--- src/rtl/uart_cmd_ctrl_if.sv ---
// Byte-stream handshake between the UART RX/TX blocks and the command sequencer.
// The master side drives received bytes and transmitter status; the slave side returns responses.
interface uart_cmd_if;
    logic [7:0] RX_DATA;
    logic       RX_VALID;
    logic       TX_BUSY;
    logic [7:0] TX_DATA;
    logic       TX_START;

    modport master (output RX_DATA, RX_VALID, TX_BUSY, input TX_DATA, TX_START);
    modport slave  (input RX_DATA, RX_VALID, TX_BUSY, output TX_DATA, TX_START);
endinterface

--- src/rtl/uart_cmd_ctrl.sv ---
// Framed command sequencer: parses HDR/CMD/ADDR[/DATA] bytes, accesses a small register
// file and returns one response byte per frame through the TX start/busy handshake.
module uart_cmd_ctrl #(
    parameter int         NREG        = 4,
    parameter int         TIMEOUT_CYC = 1_000_000,
    parameter logic [7:0] HDR         = 8'hA5,
    parameter logic [7:0] ACK         = 8'h06,
    parameter logic [7:0] NAK         = 8'h15
) (
    input  logic           CLK,
    input  logic           RST,
    input  logic           EN,
    uart_cmd_if.slave      bus,
    output logic [7:0]     LED,
    output logic [3:0]     STATE
);
    localparam int             CW       = $clog2(TIMEOUT_CYC + 1);
    localparam int             AW       = (NREG > 1) ? $clog2(NREG) : 1;
    localparam logic [CW-1:0]  CNT_LAST = CW'(TIMEOUT_CYC - 1);
    localparam logic [7:0]     CMD_WR   = 8'h01;
    localparam logic [7:0]     CMD_RD   = 8'h02;

    typedef enum logic [3:0] {
        ST_IDLE = 4'd0,
        ST_CMD  = 4'd1,
        ST_ADDR = 4'd2,
        ST_DATA = 4'd3,
        ST_RESP = 4'd4
    } state_t;

    state_t          state_r, state_n;
    logic [CW-1:0]   cnt_r, cnt_n;
    logic [7:0]      cmd_r, cmd_n;
    logic [AW-1:0]   addr_r, addr_n;
    logic [7:0]      resp_r, resp_n;
    logic [7:0]      tx_data_r;
    logic            tx_start_r;
    logic [7:0]      regs_r [NREG];
    logic            wr_en_s;
    logic            start_s;
    logic            addr_ok_s;
    logic [7:0]      rd_data_s;

    assign addr_ok_s = ({1'b0, bus.RX_DATA} < 9'(NREG));
    assign rd_data_s = regs_r[bus.RX_DATA[AW-1:0]];

    // Next-state, timeout counter and latched frame fields.
    always_comb begin
        state_n = state_r;
        cnt_n   = cnt_r;
        cmd_n   = cmd_r;
        addr_n  = addr_r;
        resp_n  = resp_r;
        wr_en_s = 1'b0;
        start_s = 1'b0;
        if (!EN) begin
            state_n = ST_IDLE;
            cnt_n   = '0;
        end else begin
            case (state_r)
                ST_IDLE: begin
                    cnt_n = '0;
                    if (bus.RX_VALID && (bus.RX_DATA == HDR)) begin
                        state_n = ST_CMD;
                    end else begin
                        state_n = ST_IDLE;
                    end
                end
                ST_CMD, ST_ADDR, ST_DATA: begin
                    if (!bus.RX_VALID) begin
                        if (cnt_r == CNT_LAST) begin
                            state_n = ST_IDLE;
                            cnt_n   = '0;
                        end else begin
                            cnt_n = cnt_r + CW'(1);
                        end
                    end else begin
                        cnt_n = '0;
                        case (state_r)
                            ST_CMD: begin
                                if ((bus.RX_DATA == CMD_WR) || (bus.RX_DATA == CMD_RD)) begin
                                    cmd_n   = bus.RX_DATA;
                                    state_n = ST_ADDR;
                                end else begin
                                    resp_n  = NAK;
                                    state_n = ST_RESP;
                                end
                            end
                            ST_ADDR: begin
                                if (!addr_ok_s) begin
                                    resp_n  = NAK;
                                    state_n = ST_RESP;
                                end else if (cmd_r == CMD_WR) begin
                                    addr_n  = bus.RX_DATA[AW-1:0];
                                    state_n = ST_DATA;
                                end else begin
                                    resp_n  = rd_data_s;
                                    state_n = ST_RESP;
                                end
                            end
                            default: begin
                                wr_en_s = 1'b1;
                                resp_n  = ACK;
                                state_n = ST_RESP;
                            end
                        endcase
                    end
                end
                ST_RESP: begin
                    // Bytes arriving here are dropped; only the transmitter status matters.
                    cnt_n = '0;
                    if (!bus.TX_BUSY) begin
                        start_s = 1'b1;
                        state_n = ST_IDLE;
                    end else begin
                        state_n = ST_RESP;
                    end
                end
                default: begin
                    state_n = ST_IDLE;
                    cnt_n   = '0;
                end
            endcase
        end
    end

    // State, frame fields, response output and register file.
    always_ff @(posedge CLK or posedge RST) begin
        if (RST) begin
            state_r    <= ST_IDLE;
            cnt_r      <= '0;
            cmd_r      <= 8'h00;
            addr_r     <= '0;
            resp_r     <= 8'h00;
            tx_data_r  <= 8'h00;
            tx_start_r <= 1'b0;
            for (int i = 0; i < NREG; i++) begin
                regs_r[i] <= 8'h00;
            end
        end else begin
            state_r    <= state_n;
            cnt_r      <= cnt_n;
            cmd_r      <= cmd_n;
            addr_r     <= addr_n;
            resp_r     <= resp_n;
            tx_start_r <= start_s;
            if (start_s) begin
                tx_data_r <= resp_r;
            end
            if (wr_en_s) begin
                regs_r[addr_r] <= bus.RX_DATA;
            end
        end
    end

    assign bus.TX_DATA  = tx_data_r;
    assign bus.TX_START = tx_start_r;
    assign LED          = regs_r[0];
    assign STATE        = state_r;
endmodule
--- src/flat_wrapper.sv ---
// flat-port wrapper written by rule: the top's interface ports become plain ports
module uart_cmd_ctrl_flat 
#(
    parameter int         NREG        = 4,
    parameter int         TIMEOUT_CYC = 1_000_000,
    parameter logic [7:0] HDR         = 8'hA5,
    parameter logic [7:0] ACK         = 8'h06,
    parameter logic [7:0] NAK         = 8'h15
)
  (CLK, RST, EN, LED, STATE, bus_RX_DATA, bus_RX_VALID, bus_TX_BUSY, bus_TX_DATA, bus_TX_START);
  uart_cmd_if bus_i ();
  input  logic CLK;
  input  logic RST;
  input  logic EN;
  output logic [7:0] LED;
  output logic [3:0] STATE;
  input wire logic [$bits(bus_i.RX_DATA)-1:0] bus_RX_DATA;
  input wire logic [$bits(bus_i.RX_VALID)-1:0] bus_RX_VALID;
  input wire logic [$bits(bus_i.TX_BUSY)-1:0] bus_TX_BUSY;
  output wire logic [$bits(bus_i.TX_DATA)-1:0] bus_TX_DATA;
  output wire logic [$bits(bus_i.TX_START)-1:0] bus_TX_START;
  assign bus_i.RX_DATA = bus_RX_DATA;
  assign bus_i.RX_VALID = bus_RX_VALID;
  assign bus_i.TX_BUSY = bus_TX_BUSY;
  assign bus_TX_DATA = bus_i.TX_DATA;
  assign bus_TX_START = bus_i.TX_START;
  uart_cmd_ctrl #(.NREG(NREG), .TIMEOUT_CYC(TIMEOUT_CYC), .HDR(HDR), .ACK(ACK), .NAK(NAK)) u_core (.CLK(CLK), .RST(RST), .EN(EN), .bus(bus_i), .LED(LED), .STATE(STATE));
endmodule
--- config.mk ---
export PLATFORM = sky130hd
export DESIGN_NAME = uart_cmd_ctrl_flat
export DESIGN_NICKNAME = d
export VERILOG_FILES = /design/src/rtl/uart_cmd_ctrl_if.sv /design/src/rtl/uart_cmd_ctrl.sv /design/src/flat_wrapper.sv
export SDC_FILE = /design/constraint.sdc
export NUM_CORES = 1
export LEC_CHECK = 0
export BUFFER_PORTS_ARGS = -buffer_cell sky130_fd_sc_hd__buf_2
export CAP_MARGIN = 20
export CORE_UTILIZATION = 50
export DETAILED_ROUTE_END_ITERATION = 10
export GPL_TIMING_DRIVEN = 0
export HOLD_SLACK_MARGIN = 0.06
export PLACE_DENSITY_LB_ADDON = 0.12
export SLEW_MARGIN = 5
export SYNTH_ARGS = -nofsm -noshare
export SYNTH_HDL_FRONTEND = slang
export SYNTH_SLANG_ARGS = --single-unit
--- constraint.sdc ---
create_clock -name CLK -period 3 [get_ports CLK]
set_clock_uncertainty 0.05 [all_clocks]
set_input_delay 0.9 -clock CLK [delete_from_list [all_inputs] [get_ports CLK]]
set_output_delay 0.9 -clock CLK [all_outputs]
set_load 0.01 [all_outputs]
Word level (Yosys, flattened, before mapping)
Cells that the tools add are included.
- logic and storage cells: 70
- bits of input ports: 13
- bits in registers: 83
- $lt $le $gt $ge: 4
- reductions and logical operators: 9
- muxes and demuxes: 31
- bitwise logic cells: 2
- equality and inequality tests: 12
- $add $sub $neg: 1
- operators by type and width (operator ; number):
    20-bit two-way mux ; 4
    8-bit two-way mux ; 6
    32-bit bitwise mux ; 1
    20-bit by 1-bit adder with 20-bit output, second input constant ; 1
    20-bit equality test, second input constant ; 1
    8-bit binary-select mux with 2-bit select ; 1
    8-bit demux with 2-bit select ; 1
    8-bit by 1-bit equality test with 1-bit output, second input constant ; 2
    4-bit two-way mux ; 4
    8-bit case mux with 2 select lines ; 1
    4-bit case mux with 3 select lines ; 1
    5-bit AND reduction ; 2
    3-bit two-way mux ; 3
    4-bit by 2-bit equality test with 1-bit output, second input constant ; 2
    8-bit by 2-bit equality test with 1-bit output, second input constant ; 1
    8-bit equality test, second input constant ; 1
    8-bit by 3-bit < comparator with 1-bit output, second input constant ; 1
    1-bit two-way mux ; 8
    4-bit case mux with 2 select lines ; 1
    3-bit greater-or-equal comparator, second input constant ; 2
    2-bit NOT with 3-bit output ; 2
    6-bit AND reduction ; 1
    4-bit by 1-bit equality test with 1-bit output, second input constant ; 1
    4-bit by 3-bit equality test with 1-bit output, second input constant ; 1
    9 further kinds ; 10

Depth between registers and ports, before layout
- word-level depth: 7
- gate-level depth with buffers: 6

Worst setup path before layout
OpenSTA, ideal clock, no wires.
- path kind: input to register
- start: input bus_RX_DATA[1]
- end: register u_core.cmd_r[0]
- stages: 5
- setup time: 0.125 ns
- path buffers: 1
- arrival: 2.232 ns
- data required time: 2.825 ns
- setup slack: 0.593 ns
- cells stage by stage: buf_4 > xnor2_1 > or3_1 > nor3_2 > mux2_2
- word-level cells in the longest chain between the ends: 3
- elaborated cells on any way between the ends: 4
- classes of those cells: 2 x eq/ne; 2 x reduce/logical
- RTL lines (item ; line ; source):
    start, declared ; flat_wrapper.sv:17 ; input wire logic [$bits(bus_i.RX_DATA)-1:0] bus_RX_DATA;
    8-bit by 1-bit equality test with 1-bit output or 8-bit by 2-bit equality test with 1-bit output (tied branches) ; uart_cmd_ctrl.sv:81 ; if ((bus.RX_DATA == CMD_WR) || (bus.RX_DATA == CMD_RD)) begin
    1-bit logical OR (*) ; uart_cmd_ctrl.sv:81 ;
    5-bit AND reduction (no line) (*) ; -- ;
    end signal, assigned ; uart_cmd_ctrl.sv:143 ; cmd_r <= cmd_n;
    end, declared ; uart_cmd_ctrl.sv:33 ; logic [7:0] cmd_r, cmd_n;
Mark *: on every way between the ends. The rest lies on a longest branch, timed or not.
A chain may end at the register's enable or synchronous reset.

Worst setup path in the final report
- start: input bus_RX_DATA[3]
- end: register u_core.cmd_r[1]
The elaborated chain is that of the path after synthesis.

==> impl_metrics.csv <==
group,metric,value,unit
floorplanning,initial_core_util,52.7,%
grt,grt_usage,19.5,%
floorplanning,num_io_pins,34,
clock_tree,cts_made_buffers,9,
pwr,leakage_component_of_the_power,2.07,nW
worst_setup_path,cp_num_buf_inv,1,
clock_tree,clk_path_buf_depth,2,
synthesis,net_count_after_synthesis,328,
clock_tree,cts.repair.resized,0,
synthesis,synth-seq-area-share,52.5,%
route,remaining_drc_errors,0,
floorplanning,fp.coreArea,7410,sq um
grt,pin_count_of_the_biggest_net_entering_global_routing,41,
worst_setup_path,required,3170,ps
route,routed_wirelength,7300,um
synthesis,synth_top_area_share,52.5,%
hold_path,hold_path.class,"in -> async",
timing,period_minus_slack,2670,ps
timing,worstMarginPinSlew,670,ps
placement,io_buffers,30,
floorplanning,row_count,31,
route,detail_route.wl_per_cell,15.8,um
route,antenna_violation_net_count_after_detailed_routing,0,
cells_and_area,layout_common_cells,"82 x dfrtp_1, 48 x mux2_2, 35 x buf_2, 20 x nor2_1, 13 x nand3_1",
route,avgViaCountPerCell,5.53,
worst_setup_path,critical_path_arrival,2840,ps
synthesis,synth.ff_latch_count,82,
worst_setup_path,cp-end-kind,"register",
clock_tree,htreeDepth,3,
worst_setup_path,reg2reg_setup_slack,630,ps
timing,rsz0062_at_grt,"no",
synthesis,synth_flop_cell,"dfrtp_1",
grt,gr-total-overflow,0,
synthesis,synth_enable_flop_cells,0,
worst_setup_path,reg2reg_depth,5,
worst_setup_path,critPathKind,"in -> reg",
synthesis,yosys_warns,0,
timing,count_of_final_hold_check_violations,0,
pwr,max-vdd-ir-drop,0.221,mV
clock_tree,clkSlewWorstSetupHoldPaths,90,ps
cells_and_area,design.final.nets,371,
worst_setup_path,worstPathMaxFanout,8,
clock_tree,cts_setup_buffers,0,
placement,count_of_placed_standard_cells_including_taps,445,
synthesis,synthTopCellsByArea,"dfrtp_1 53%, mux2_2 14%, mux4_2 4.6%",
worst_setup_path,timing.critical_path.cells,"buf_2, nor3_1, nand2_1, nor3_2, mux2_2",
placement,place_area,4220,sq um
route,initial_detailed_routing_violation_count,96,
timing,final_max_slew_viol_count,0,
floorplanning,fp.dieW,90.4,um
synthesis,netlist_area_before_placement,3900,sq um
synthesis,synth_top_cell_by_area,"dfrtp_1",
route,vias,2549,
cells_and_area,syn_to_final_growth,13.3,%
cells_and_area,drive_above_1_share,35.9,%
clock_tree,clock_latency,350,ps
worst_setup_path,cpLargestDelayFamily,"simple AND/OR/NAND/NOR gates",
synthesis,yosys.cell_types.count,51,
grt,antenna_found_initial,0,
clock_tree,cts_sinks,82,
synthesis,postSynthCellCount,314,
grt,grt_pass1_wl,12500,um
synthesis,ys_async_sr_fraction,100,%
worst_setup_path,cpMaxStageDelayCell,"nor3_1",
cells_and_area,layoutNonFillerInstCount,461,
floorplanning,fp.dieH,90.4,um
placement,detailedPlacementHpwl,5190,um
grt,grt_pass1_vias,2528,
synthesis,syn-mean-instance-area,12.4,sq um
clock_tree,cts_hold_buffers,0,
flow_run,maxCapViolCount,0,
cells_and_area,layout_commonest_cell,"dfrtp_1",
pwr,power_density,457,nW/um^2
cells_and_area,finalInstanceArea,4430,sq um
timing,worst_case_headroom_to_the_max_slew_limit,55.0,%
route,drt_first_pass_iters,4,
cells_and_area,n_antenna_cell,0,
floorplanning,full_die_area,8170,sq um
worst_setup_path,critical_path.reg2reg.endpoint,"u_core.resp_r[3]$_DFFE_PP0P_",
timing,setup_viol,0,
clock_tree,cts_tree,"yes",
worst_setup_path,critPathMaxStageDelay,570,ps
pwr,power,2.02,mW
cells_and_area,finalCoreUtilization,59.7,%
placement,gp_congestion,0.792,
timing,fmax,375,MHz
worst_setup_path,critPathLaunchType,"input port",
status,result_of_the_run,"finished clean",
timing,post-route-period-util,88.9,%
timing,timing.setup.tns,0,ps
worst_setup_path,rr_startpoint,"u_core.STATE[2]$_DFFE_PP0P_",
clock_tree,cts.root.buffer_cell,"clkbuf_8",
==> synth_stat cells (2+ instances only) <==
library cell	n
dfrtp_1	82
mux2_2	48
nor2_1	20
nand3_1	13
inv_1	11
xnor2_1	11
buf_4	10
nor2b_1	9
mux4_2	8
nand2_1	8
nor3_1	8
nor4_1	7
a21oi_1	6
buf_2	5
nor4b_1	5
o21ai_0	5
or4_1	5
nand4_1	4
o31ai_1	4
xor2_1	4
and3b_1	3
clkbuf_1	3
mux2i_1	3
a211oi_1	2
and3_1	2
nor3b_1	2
or3_1	2
==> metal layers <==
layer | up-vias | GRT usage [%] | share of wire, %
met5 | - | 0 | 0
met4 | 0 | 7.93 | 1.4
met3 | 11 | 3.37 | 2.6
met2 | 37 | 29.1 | 45
met1 | 1276 | 28.4 | 51
li1 | 1225 | - | -
==> registers in the layout (all words and copies together) (netlist names) <==
| name | count |
|---|---|
| u_core.regs_r | 24 |
| u_core.cnt_r | 20 |
| u_core.LED | 8 |
| u_core.bus.TX_DATA | 8 |
| u_core.cmd_r | 8 |
| u_core.resp_r | 8 |
| u_core.STATE | 3 |
| u_core.addr_r | 2 |
| u_core.bus.TX_START | 1 |
==> worst max-delay path by stage <==
stage                               from                          end  slack [ps]  cells past startpoint
after global routing      bus_RX_DATA[3]  u_core.cmd_r[0]$_DFFE_PP0P_         170                      5
after CTS                 bus_RX_DATA[3]  u_core.cmd_r[1]$_DFFE_PP0P_         350                      5
after global placement    bus_RX_DATA[3]  u_core.cmd_r[1]$_DFFE_PP0P_         -10                      5
after detailed placement  bus_RX_DATA[3]  u_core.cmd_r[0]$_DFFE_PP0P_          -9                      5
after floorplan           bus_RX_DATA[1]  u_core.cmd_r[0]$_DFFE_PP0P_         590                      5
final                     bus_RX_DATA[3]  u_core.cmd_r[1]$_DFFE_PP0P_         330                      5
==> through the flow <==
step | hold slack, ps | setup WS (ps)
2_1_floorplan | 408 | 593
6_report | 435 | 332
3_3_place_gp | 407 | -13.8
5_1_grt | 434 | 167
4_1_cts | 425 | 354
3_5_place_dp | 421 | -9.47
==> report_power, final <==
part | internal, mW | switching (mW)
logic | 0.0373 | 0.0537
registers | 1.11 | 0.00509
clock network | 0.409 | 0.403
==> worst register-to-register path, stage by stage (launching register included) <==
cell and delay [ps]:
dfrtp_1 390, clkbuf_1 210, nor3b_1 460, nand3_1 350, a31oi_4 430, mux2_2 380
==> kinds of logic after synthesis <==
kind of cell             count (synthesis)  synth area share, %
AO/OA/AOI/OAI                           26                 4.71
XOR/XNOR                                15                 3.36
adder cells (fa/ha/maj)                  1                0.320
buffers and inverters                   31                 4.33
flip-flops                              82                 52.5
multiplexers                            59                 19.2
other                                    1               0.0960
AND/OR/NAND/NOR                         99                 15.4
==> final cells by class <==
type                    count  area [sq um]
flip-flops and latches     82          2050
clock inverters             6          65.1
repair buffers             32           190
well taps                  99           124
multi-input cells         201          1680
inverters                  11          45.0
clock buffers              10           138
fillers                   632          2980
plain buffers              20           128
No activity file was read; power rests on OpenSTA's default activity.
